## src/rtl/l2_global_pkg.sv

```systemverilog
// Shared types, derived widths and helpers for the L2 global-state register bank.
package l2_global_pkg;

  localparam int N_MSHR_DEF  = 16;
  localparam int L2_SETS_DEF = 256;
  localparam int L2_WAYS_DEF = 8;

  function automatic int bits_min1(input int n);
    if (n > 1) begin
      return $clog2(n);
    end else begin
      return 1;
    end
  endfunction

  // A set strobe loses to a clear strobe arriving in the same cycle.
  function automatic logic sc_next(input logic q, input logic set_s, input logic clr_s);
    if (clr_s) begin
      return 1'b0;
    end else if (set_s) begin
      return 1'b1;
    end else begin
      return q;
    end
  endfunction

  localparam int MSHR_BITS = bits_min1(N_MSHR_DEF);
  localparam int SET_BITS  = bits_min1(L2_SETS_DEF);
  localparam int WAY_BITS  = bits_min1(L2_WAYS_DEF);

  typedef enum logic [1:0] {
    FLUSH_IDLE = 2'd0,
    FLUSH_WALK = 2'd1,
    FLUSH_DONE = 2'd2
  } flush_state_t;

endpackage

```

## src/rtl/l2_global_regs_walker.sv

```systemverilog
// Set/way flush walker: visits every (set, way) pair once per flush,
// then pulses flush_done for one cycle.
module l2_flush_walker
  import l2_global_pkg::*;
#(
  parameter int L2_SETS = 256,
  parameter int L2_WAYS = 8,
  localparam int SET_W = bits_min1(L2_SETS),
  localparam int WAY_W = bits_min1(L2_WAYS)
) (
  input  logic             clk,
  input  logic             rst,
  input  logic             flush_start,
  input  logic             flush_step,
  input  logic             flush_abort,
  output logic [SET_W-1:0] flush_set,
  output logic [WAY_W-1:0] flush_way,
  output logic             ongoing_flush,
  output logic             flush_done
);

  localparam int SET_LAST_I = L2_SETS - 1;
  localparam int WAY_LAST_I = L2_WAYS - 1;
  localparam logic [SET_W-1:0] SET_LAST = SET_LAST_I[SET_W-1:0];
  localparam logic [WAY_W-1:0] WAY_LAST = WAY_LAST_I[WAY_W-1:0];
  localparam logic [SET_W-1:0] SET_ONE  = {{(SET_W-1){1'b0}}, 1'b1};
  localparam logic [WAY_W-1:0] WAY_ONE  = {{(WAY_W-1){1'b0}}, 1'b1};

  flush_state_t     state_d, state_q;
  logic [SET_W-1:0] set_d, set_q;
  logic [WAY_W-1:0] way_d, way_q;
  logic             done_d, done_q;
  logic             ongoing_d, ongoing_q;

  always_comb begin
    state_d = state_q;
    set_d   = set_q;
    way_d   = way_q;
    case (state_q)
      FLUSH_IDLE: begin
        set_d = '0;
        way_d = '0;
        if (flush_start) begin
          state_d = FLUSH_WALK;
        end else begin
          state_d = FLUSH_IDLE;
        end
      end
      FLUSH_WALK: begin
        if (flush_abort) begin
          state_d = FLUSH_IDLE;
          set_d   = '0;
          way_d   = '0;
        end else if (flush_step) begin
          if (way_q != WAY_LAST) begin
            way_d = way_q + WAY_ONE;
          end else begin
            way_d = '0;
            // Last way of the last set ends the walk; counters park at zero.
            if (set_q != SET_LAST) begin
              set_d = set_q + SET_ONE;
            end else begin
              set_d   = '0;
              state_d = FLUSH_DONE;
            end
          end
        end else begin
          state_d = FLUSH_WALK;
        end
      end
      FLUSH_DONE: begin
        state_d = FLUSH_IDLE;
        set_d   = '0;
        way_d   = '0;
      end
      default: begin
        state_d = FLUSH_IDLE;
        set_d   = '0;
        way_d   = '0;
      end
    endcase
    done_d    = (state_d == FLUSH_DONE);
    ongoing_d = (state_d == FLUSH_WALK);
  end

  always_ff @(posedge clk) begin
    if (!rst) begin
      state_q   <= FLUSH_IDLE;
      set_q     <= '0;
      way_q     <= '0;
      done_q    <= 1'b0;
      ongoing_q <= 1'b0;
    end else begin
      state_q   <= state_d;
      set_q     <= set_d;
      way_q     <= way_d;
      done_q    <= done_d;
      ongoing_q <= ongoing_d;
    end
  end

  assign flush_set     = set_q;
  assign flush_way     = way_q;
  assign flush_done    = done_q;
  assign ongoing_flush = ongoing_q;

endmodule

```

## src/rtl/l2_global_regs.sv

```systemverilog
// Global-state register bank for the Spandex L2 controller: MSHR accounting,
// stall/status flags and the flush walker.
module l2_global_regs
  import l2_global_pkg::*;
#(
  parameter int N_MSHR  = 16,
  parameter int L2_SETS = 256,
  parameter int L2_WAYS = 8,
  localparam int MSHR_W = bits_min1(N_MSHR),
  localparam int SET_W  = bits_min1(L2_SETS),
  localparam int WAY_W  = bits_min1(L2_WAYS)
) (
  input  logic              clk,
  input  logic              rst,
  input  logic              mshr_alloc,
  input  logic              mshr_free,
  input  logic [MSHR_W-1:0] mshr_i,
  output logic [MSHR_W:0]   mshr_cnt,
  output logic              mshr_full,
  output logic              mshr_empty,
  output logic              mshr_err,
  input  logic              set_evict_stall,
  input  logic              clr_evict_stall,
  output logic              evict_stall,
  input  logic              set_set_conflict,
  input  logic              clr_set_conflict,
  output logic              set_conflict,
  input  logic              set_fwd_stall,
  input  logic              clr_fwd_stall,
  input  logic [MSHR_W-1:0] fwd_stall_i_wr_data,
  output logic              fwd_stall,
  output logic [MSHR_W-1:0] fwd_stall_i,
  output logic              fwd_stall_ended,
  input  logic              clr_fwd_stall_ended,
  input  logic              set_ongoing_atomic,
  input  logic              clr_ongoing_atomic,
  output logic              ongoing_atomic,
  input  logic              flush_start,
  input  logic              flush_step,
  input  logic              flush_abort,
  output logic [SET_W-1:0]  flush_set,
  output logic [WAY_W-1:0]  flush_way,
  output logic              ongoing_flush,
  output logic              flush_done
);

  localparam logic [MSHR_W:0] CNT_MAX = N_MSHR[MSHR_W:0];
  localparam logic [MSHR_W:0] CNT_ONE = {{MSHR_W{1'b0}}, 1'b1};

  logic [MSHR_W:0]   mshr_cnt_d, mshr_cnt_q;
  logic              mshr_err_d, mshr_err_q;
  logic              evict_stall_d, evict_stall_q;
  logic              set_conflict_d, set_conflict_q;
  logic              fwd_stall_d, fwd_stall_q;
  logic [MSHR_W-1:0] fwd_stall_i_d, fwd_stall_i_q;
  logic              fwd_stall_ended_d, fwd_stall_ended_q;
  logic              ongoing_atomic_d, ongoing_atomic_q;

  // Simultaneous alloc and free cancel out; out-of-range moves hold and flag.
  always_comb begin
    mshr_cnt_d = mshr_cnt_q;
    mshr_err_d = mshr_err_q;
    if (mshr_alloc && !mshr_free) begin
      if (mshr_cnt_q == '0) begin
        mshr_err_d = 1'b1;
      end else begin
        mshr_cnt_d = mshr_cnt_q - CNT_ONE;
      end
    end else if (mshr_free && !mshr_alloc) begin
      if (mshr_cnt_q == CNT_MAX) begin
        mshr_err_d = 1'b1;
      end else begin
        mshr_cnt_d = mshr_cnt_q + CNT_ONE;
      end
    end else begin
      mshr_cnt_d = mshr_cnt_q;
    end
  end

  always_comb begin
    evict_stall_d    = sc_next(evict_stall_q, set_evict_stall, clr_evict_stall);
    set_conflict_d   = sc_next(set_conflict_q, set_set_conflict, clr_set_conflict);
    fwd_stall_d      = sc_next(fwd_stall_q, set_fwd_stall, clr_fwd_stall);
    ongoing_atomic_d = sc_next(ongoing_atomic_q, set_ongoing_atomic, clr_ongoing_atomic);
    if (set_fwd_stall) begin
      fwd_stall_i_d = fwd_stall_i_wr_data;
    end else begin
      fwd_stall_i_d = fwd_stall_i_q;
    end
    // A new stall re-arms the tracker; matching uses the already-registered index.
    if (clr_fwd_stall_ended || set_fwd_stall) begin
      fwd_stall_ended_d = 1'b0;
    end else if (mshr_free && fwd_stall_q && (mshr_i == fwd_stall_i_q)) begin
      fwd_stall_ended_d = 1'b1;
    end else begin
      fwd_stall_ended_d = fwd_stall_ended_q;
    end
  end

  always_ff @(posedge clk) begin
    if (!rst) begin
      mshr_cnt_q        <= CNT_MAX;
      mshr_err_q        <= 1'b0;
      evict_stall_q     <= 1'b0;
      set_conflict_q    <= 1'b0;
      fwd_stall_q       <= 1'b0;
      fwd_stall_i_q     <= '0;
      fwd_stall_ended_q <= 1'b0;
      ongoing_atomic_q  <= 1'b0;
    end else begin
      mshr_cnt_q        <= mshr_cnt_d;
      mshr_err_q        <= mshr_err_d;
      evict_stall_q     <= evict_stall_d;
      set_conflict_q    <= set_conflict_d;
      fwd_stall_q       <= fwd_stall_d;
      fwd_stall_i_q     <= fwd_stall_i_d;
      fwd_stall_ended_q <= fwd_stall_ended_d;
      ongoing_atomic_q  <= ongoing_atomic_d;
    end
  end

  assign mshr_cnt        = mshr_cnt_q;
  assign mshr_full       = (mshr_cnt_q == '0);
  assign mshr_empty      = (mshr_cnt_q == CNT_MAX);
  assign mshr_err        = mshr_err_q;
  assign evict_stall     = evict_stall_q;
  assign set_conflict    = set_conflict_q;
  assign fwd_stall       = fwd_stall_q;
  assign fwd_stall_i     = fwd_stall_i_q;
  assign fwd_stall_ended = fwd_stall_ended_q;
  assign ongoing_atomic  = ongoing_atomic_q;

  l2_flush_walker #(
    .L2_SETS (L2_SETS),
    .L2_WAYS (L2_WAYS)
  ) u_walker (
    .clk           (clk),
    .rst           (rst),
    .flush_start   (flush_start),
    .flush_step    (flush_step),
    .flush_abort   (flush_abort),
    .flush_set     (flush_set),
    .flush_way     (flush_way),
    .ongoing_flush (ongoing_flush),
    .flush_done    (flush_done)
  );

endmodule
```

## config.mk

```make
export PLATFORM = sky130hd
export DESIGN_NAME = l2_global_regs
export DESIGN_NICKNAME = d
export VERILOG_FILES = /design/src/rtl/l2_global_pkg.sv /design/src/rtl/l2_global_regs_walker.sv /design/src/rtl/l2_global_regs.sv
export SDC_FILE = /design/constraint.sdc
export NUM_CORES = 1
export LEC_CHECK = 0
export CORE_AREA = 3 3 62 64
export CTS_CLUSTER_SIZE = 12
export DETAILED_ROUTE_END_ITERATION = 16
export DIE_AREA = 0 0 65 67
export HOLD_SLACK_MARGIN = 0.02
export MAX_ROUTING_LAYER = met4
export PLACE_DENSITY = 0.74
export RECOVER_POWER = 100
export SYNTH_ARGS = -nofsm -noshare
export SYNTH_HDL_FRONTEND = slang
export SYNTH_SLANG_ARGS = --single-unit
```

## constraint.sdc

```tcl
create_clock -name clk -period 2 [get_ports clk]
set_clock_uncertainty 0.1 [all_clocks]
set_input_delay 0.3 -clock clk [delete_from_list [all_inputs] [get_ports clk]]
set_output_delay 0.3 -clock clk [all_outputs]
set_load 0.01 [all_outputs]
```

==> Flow_metrics.wiki <==
{| class="wikitable"
! Metric !! Value
|-
| Run status || complete, no violations
|-
| Maximum fanout along the worst path || 5
|-
| Critical path type || in2reg
|-
| Antenna viol nets, final || 0
|-
| Fill cell total of the finished layout || 294
|-
| Vias in the first global route || 1318
|-
| TritonCTS clock tree || yes
|-
| Slew Limit Fails || 0
|-
| FF-to-FF Start || u_walker.flush_way[0]$_SDFFE_PP0P_
|-
| Netlist Area Pre-Place || 1430 um2
|-
| N_diodes || 0
|-
| Length of the first detailed-routing pass in iterations || 4
|-
| Core Area || 3340 um2
|-
| Worst Max-Slew Pin Slew || 0.495 ns
|-
| Period utilization || 94.9%
|-
| Width of the die || 65 um
|-
| Boundary Pins || 54
|-
| Worst endpoint data arrival time || 2.00 ns
|-
| Master cell of the clock root buffer || sky130_fd_sc_hd__clkbuf_4
|-
| Worst slew slack as a fraction of its limit || 66.9%
|-
| Start point of the critical path || mshr_free
|-
| FP Rows || 21
|-
| Number of buffers inserted by post-CTS setup repair || 0
|-
| Largest net degree at the start of global routing || 17
|-
| H-tree levels || 2
|-
| Die Area || 4360 um2
|-
| Beginning of the worst hold path || u_walker.state_q[1]$_SDFF_PN0_
|-
| Kind of end point of the critical path || flip-flop
|-
| Initial standard-cell utilization of the core || 42.9%
|-
| Synth warn || 0
|-
| Final hold viol count || 0
|-
| Number of cells after detailed placement || 259
|-
| Final setup viols || 0
|-
| Commonest cells after routing, fill and taps aside || 30 x sky130_fd_sc_hd__dfxtp_1, 29 x sky130_fd_sc_hd__dlygate4sd3_1, 22 x sky130_fd_sc_hd__clkdlybuf4s50_1
|-
| CP Launch Type || input pin
|-
| Leakage || 0.930 nW
|-
| Avg Cell Area, Syn || 9.41 um2
|-
| Post-route cell area || 2150 um2
|-
| Global route total overflow || 0
|-
| Layout Cells excl Fill || 265
|-
| Total track usage || 18.0%
|-
| DRC viols || 0
|-
| Port Buffers || 53
|-
| DRC marker count from the first detailed-route iteration || 41
|-
| Max clock buf depth || 2
|-
| Clock insertion delay at the later pin of the skew report || 0.32 ns
|-
| Post-synthesis register bit count || 30
|-
| Hold buffer count at cts || 0
|-
| Synth unique cells || 34
|-
| Routed wire length per instance || 12.8 um
|-
| Clk sink count || 30
|-
| DPL Wire Length || 2670 um
|-
| Wire length of the first global-routing pass || 5900 um
|-
| EDFF count, synth || 0
|-
| Max-cap violations || 0
|-
| Number of standard cells after synthesis || 152
|-
| Post-synth top flop || sky130_fd_sc_hd__dfxtp_1
|-
| Final critical delay including setup and external delays || 1.90 ns
|-
| Post-synthesis to final-layout area growth || 50.0%
|-
| Post-CTS clock slew at the launch and capture registers of the worst setup and hold paths || 0.09 ns
|-
| Placed cell areas || 2090 um2
|-
| Pwr/cell area || 747 nW/um2
|-
| Final weighted congestion of routability-driven global placement || 0.916
|-
| Most common cell after layout, fill and taps aside || sky130_fd_sc_hd__dfxtp_1
|-
| Proportion of synthesized flip-flops having asynchronous set or reset || 0%
|-
| Antenna violations before repair || 0
|-
| Type of the most critical hold path || reg2reg
|-
| Ratio of routed vias to standard cells || 4.91
|-
| Clock buffer count from CTS || 5
|-
| Total wire length after detailed routing || 3400 um
|-
| Nets in the synthesized netlist || 184
|-
| Setup repair after global routing missed its margin || no
|-
| Via count || 1302
|-
| Post-synthesis sequential area ratio || 42.0%
|-
| Share of layout cells above drive strength 1 || 11.0%
|-
| Peak supply drop || 0.000463 V
|-
| Height of the die || 67 um
|-
| Fmax achieved || 0.527 GHz
|-
| Number of nets in the finished design || 252
|-
| Required time at the worst-slack endpoint || 2.11 ns
|}
-- sequential cells by signal, indices dropped and copies added, names as in the netlist --
register	flops
set_conflict	1
fwd_stall	1
u_walker.flush_set	8
ongoing_atomic	1
mshr_err	1
fwd_stall_ended	1
u_walker.ongoing_flush	1
fwd_stall_i	4
u_walker.state_q	2
u_walker.flush_done	1
u_walker.flush_way	3
mshr_cnt	5
evict_stall	1
-- report_power, final --
group	leakage (nW)	total, mW	switching [mW]	internal [mW]
Sequential	0.245	0.698	0.0525	0.646
Clock	0.0302	0.349	0.191	0.158
Combinational	0.656	0.556	0.239	0.317
Total	0.930	1.60	0.482	1.12
-- through the flow --
stage / total power [mW] / TNS (ns) / worst slack, ns / hold WS, ns / util [%]
5_1_grt: 1.71 / 0 / 0.0167 / 0.363 / 64.3
3_5_place_dp: 1.32 / -0.885 / -0.316 / 0.328 / 62.7
3_3_place_gp: 1.30 / -0.677 / -0.250 / 0.320 / 62.7
4_1_cts: 1.66 / 0 / 0.0333 / 0.358 / 64.2
2_1_floorplan: 0.998 / 0 / 0.220 / 0.276 / -
6_report: 1.60 / 0 / 0.103 / 0.350 / 64.3
-- critical path: stages --
cell and delay (ns):
sky130_fd_sc_hd__clkdlybuf4s50_1 0.47, sky130_fd_sc_hd__inv_1 0.05, sky130_fd_sc_hd__ha_2 0.20, sky130_fd_sc_hd__ha_1 0.32, sky130_fd_sc_hd__a21oi_1 0.17, sky130_fd_sc_hd__nand2_2 0.11
sky130_fd_sc_hd__nor4bb_4 0.29, sky130_fd_sc_hd__o41ai_2 0.08
-- kinds of logic (layout without fill, tap and decap cells) --
kind of cell               Yosys count  in the layout  synth area share (%)
DFF                                 30             30                  42.0
AOI/OAI and AO/OA                   18             18                  9.19
muxes                                6              6                  4.20
xor gates and xnor gates            13             13                  7.96
buffers and inverters                7             74                  1.92
adders and majority gates            8              8                  7.52
and+or+nand+nor                     70             70                  27.2
-- final timing paths --
kind | to | slack, ns | cells after the start
worst max register to register | u_walker.state_q[0]$_SDFF_PN0_ | 0.20 | 6
worst max-delay path | mshr_cnt[4]$_SDFFE_PN1P_ | 0.10 | 8
worst min register to register | u_walker.ongoing_flush$_SDFF_PN0_ | 0.35 | 1
worst min-delay path | u_walker.ongoing_flush$_SDFF_PN0_ | 0.35 | 1
-- cell usage after synthesis (2+ instances only) --
library cell	n	area share, %
sky130_fd_sc_hd__nand3b_1	2	1.0
sky130_fd_sc_hd__ha_1	7	6.1
sky130_fd_sc_hd__nand2_1	11	2.9
sky130_fd_sc_hd__and2_1	3	1.3
sky130_fd_sc_hd__nand4_1	2	0.87
sky130_fd_sc_hd__nor4b_1	2	1.2
sky130_fd_sc_hd__xnor2_1	5	3.1
sky130_fd_sc_hd__and3_1	2	0.87
sky130_fd_sc_hd__a21oi_1	7	2.4
sky130_fd_sc_hd__xor2_1	8	4.9
sky130_fd_sc_hd__nor2_1	15	3.9
sky130_fd_sc_hd__nor3b_1	6	3.1
sky130_fd_sc_hd__nand3_1	7	2.4
sky130_fd_sc_hd__nor3_1	9	3.1
sky130_fd_sc_hd__nor2b_1	8	3.5
sky130_fd_sc_hd__clkbuf_1	3	0.79
sky130_fd_sc_hd__dfxtp_1	30	42
sky130_fd_sc_hd__mux2i_1	6	4.2
sky130_fd_sc_hd__inv_1	3	0.79
sky130_fd_sc_hd__o21a_1	2	1.0
-- layout make-up --
type	instances	area, um2	share of cell area (%)
Inverter	3	11.3	0.525
Tap cell	46	57.6	2.68
Multi-Input combinational cell	115	813	37.9
Clock buffer	6	51.3	2.39
Sequential cell	30	601	28.0
Timing Repair Buffer	65	612	28.5
-- metal layers --
metal / GRT usage [%] / share of wire, % / vias to the layer above
met5: - / 0 / -
met3: 5.90 / 6.3 / 5
met2: 31.2 / 49 / 38
met4: 6.07 / 1.3 / 0
met1: 19.4 / 43 / 588
li1: - / - / 671
-- repair_timing --
item,CTS,global route
pin swaps,0,1
resized for setup,3,4
endpoints found under the hold margin,0,0
endpoints found under the setup margin,2,1
Note: power is estimated with default switching activity, not from simulation.
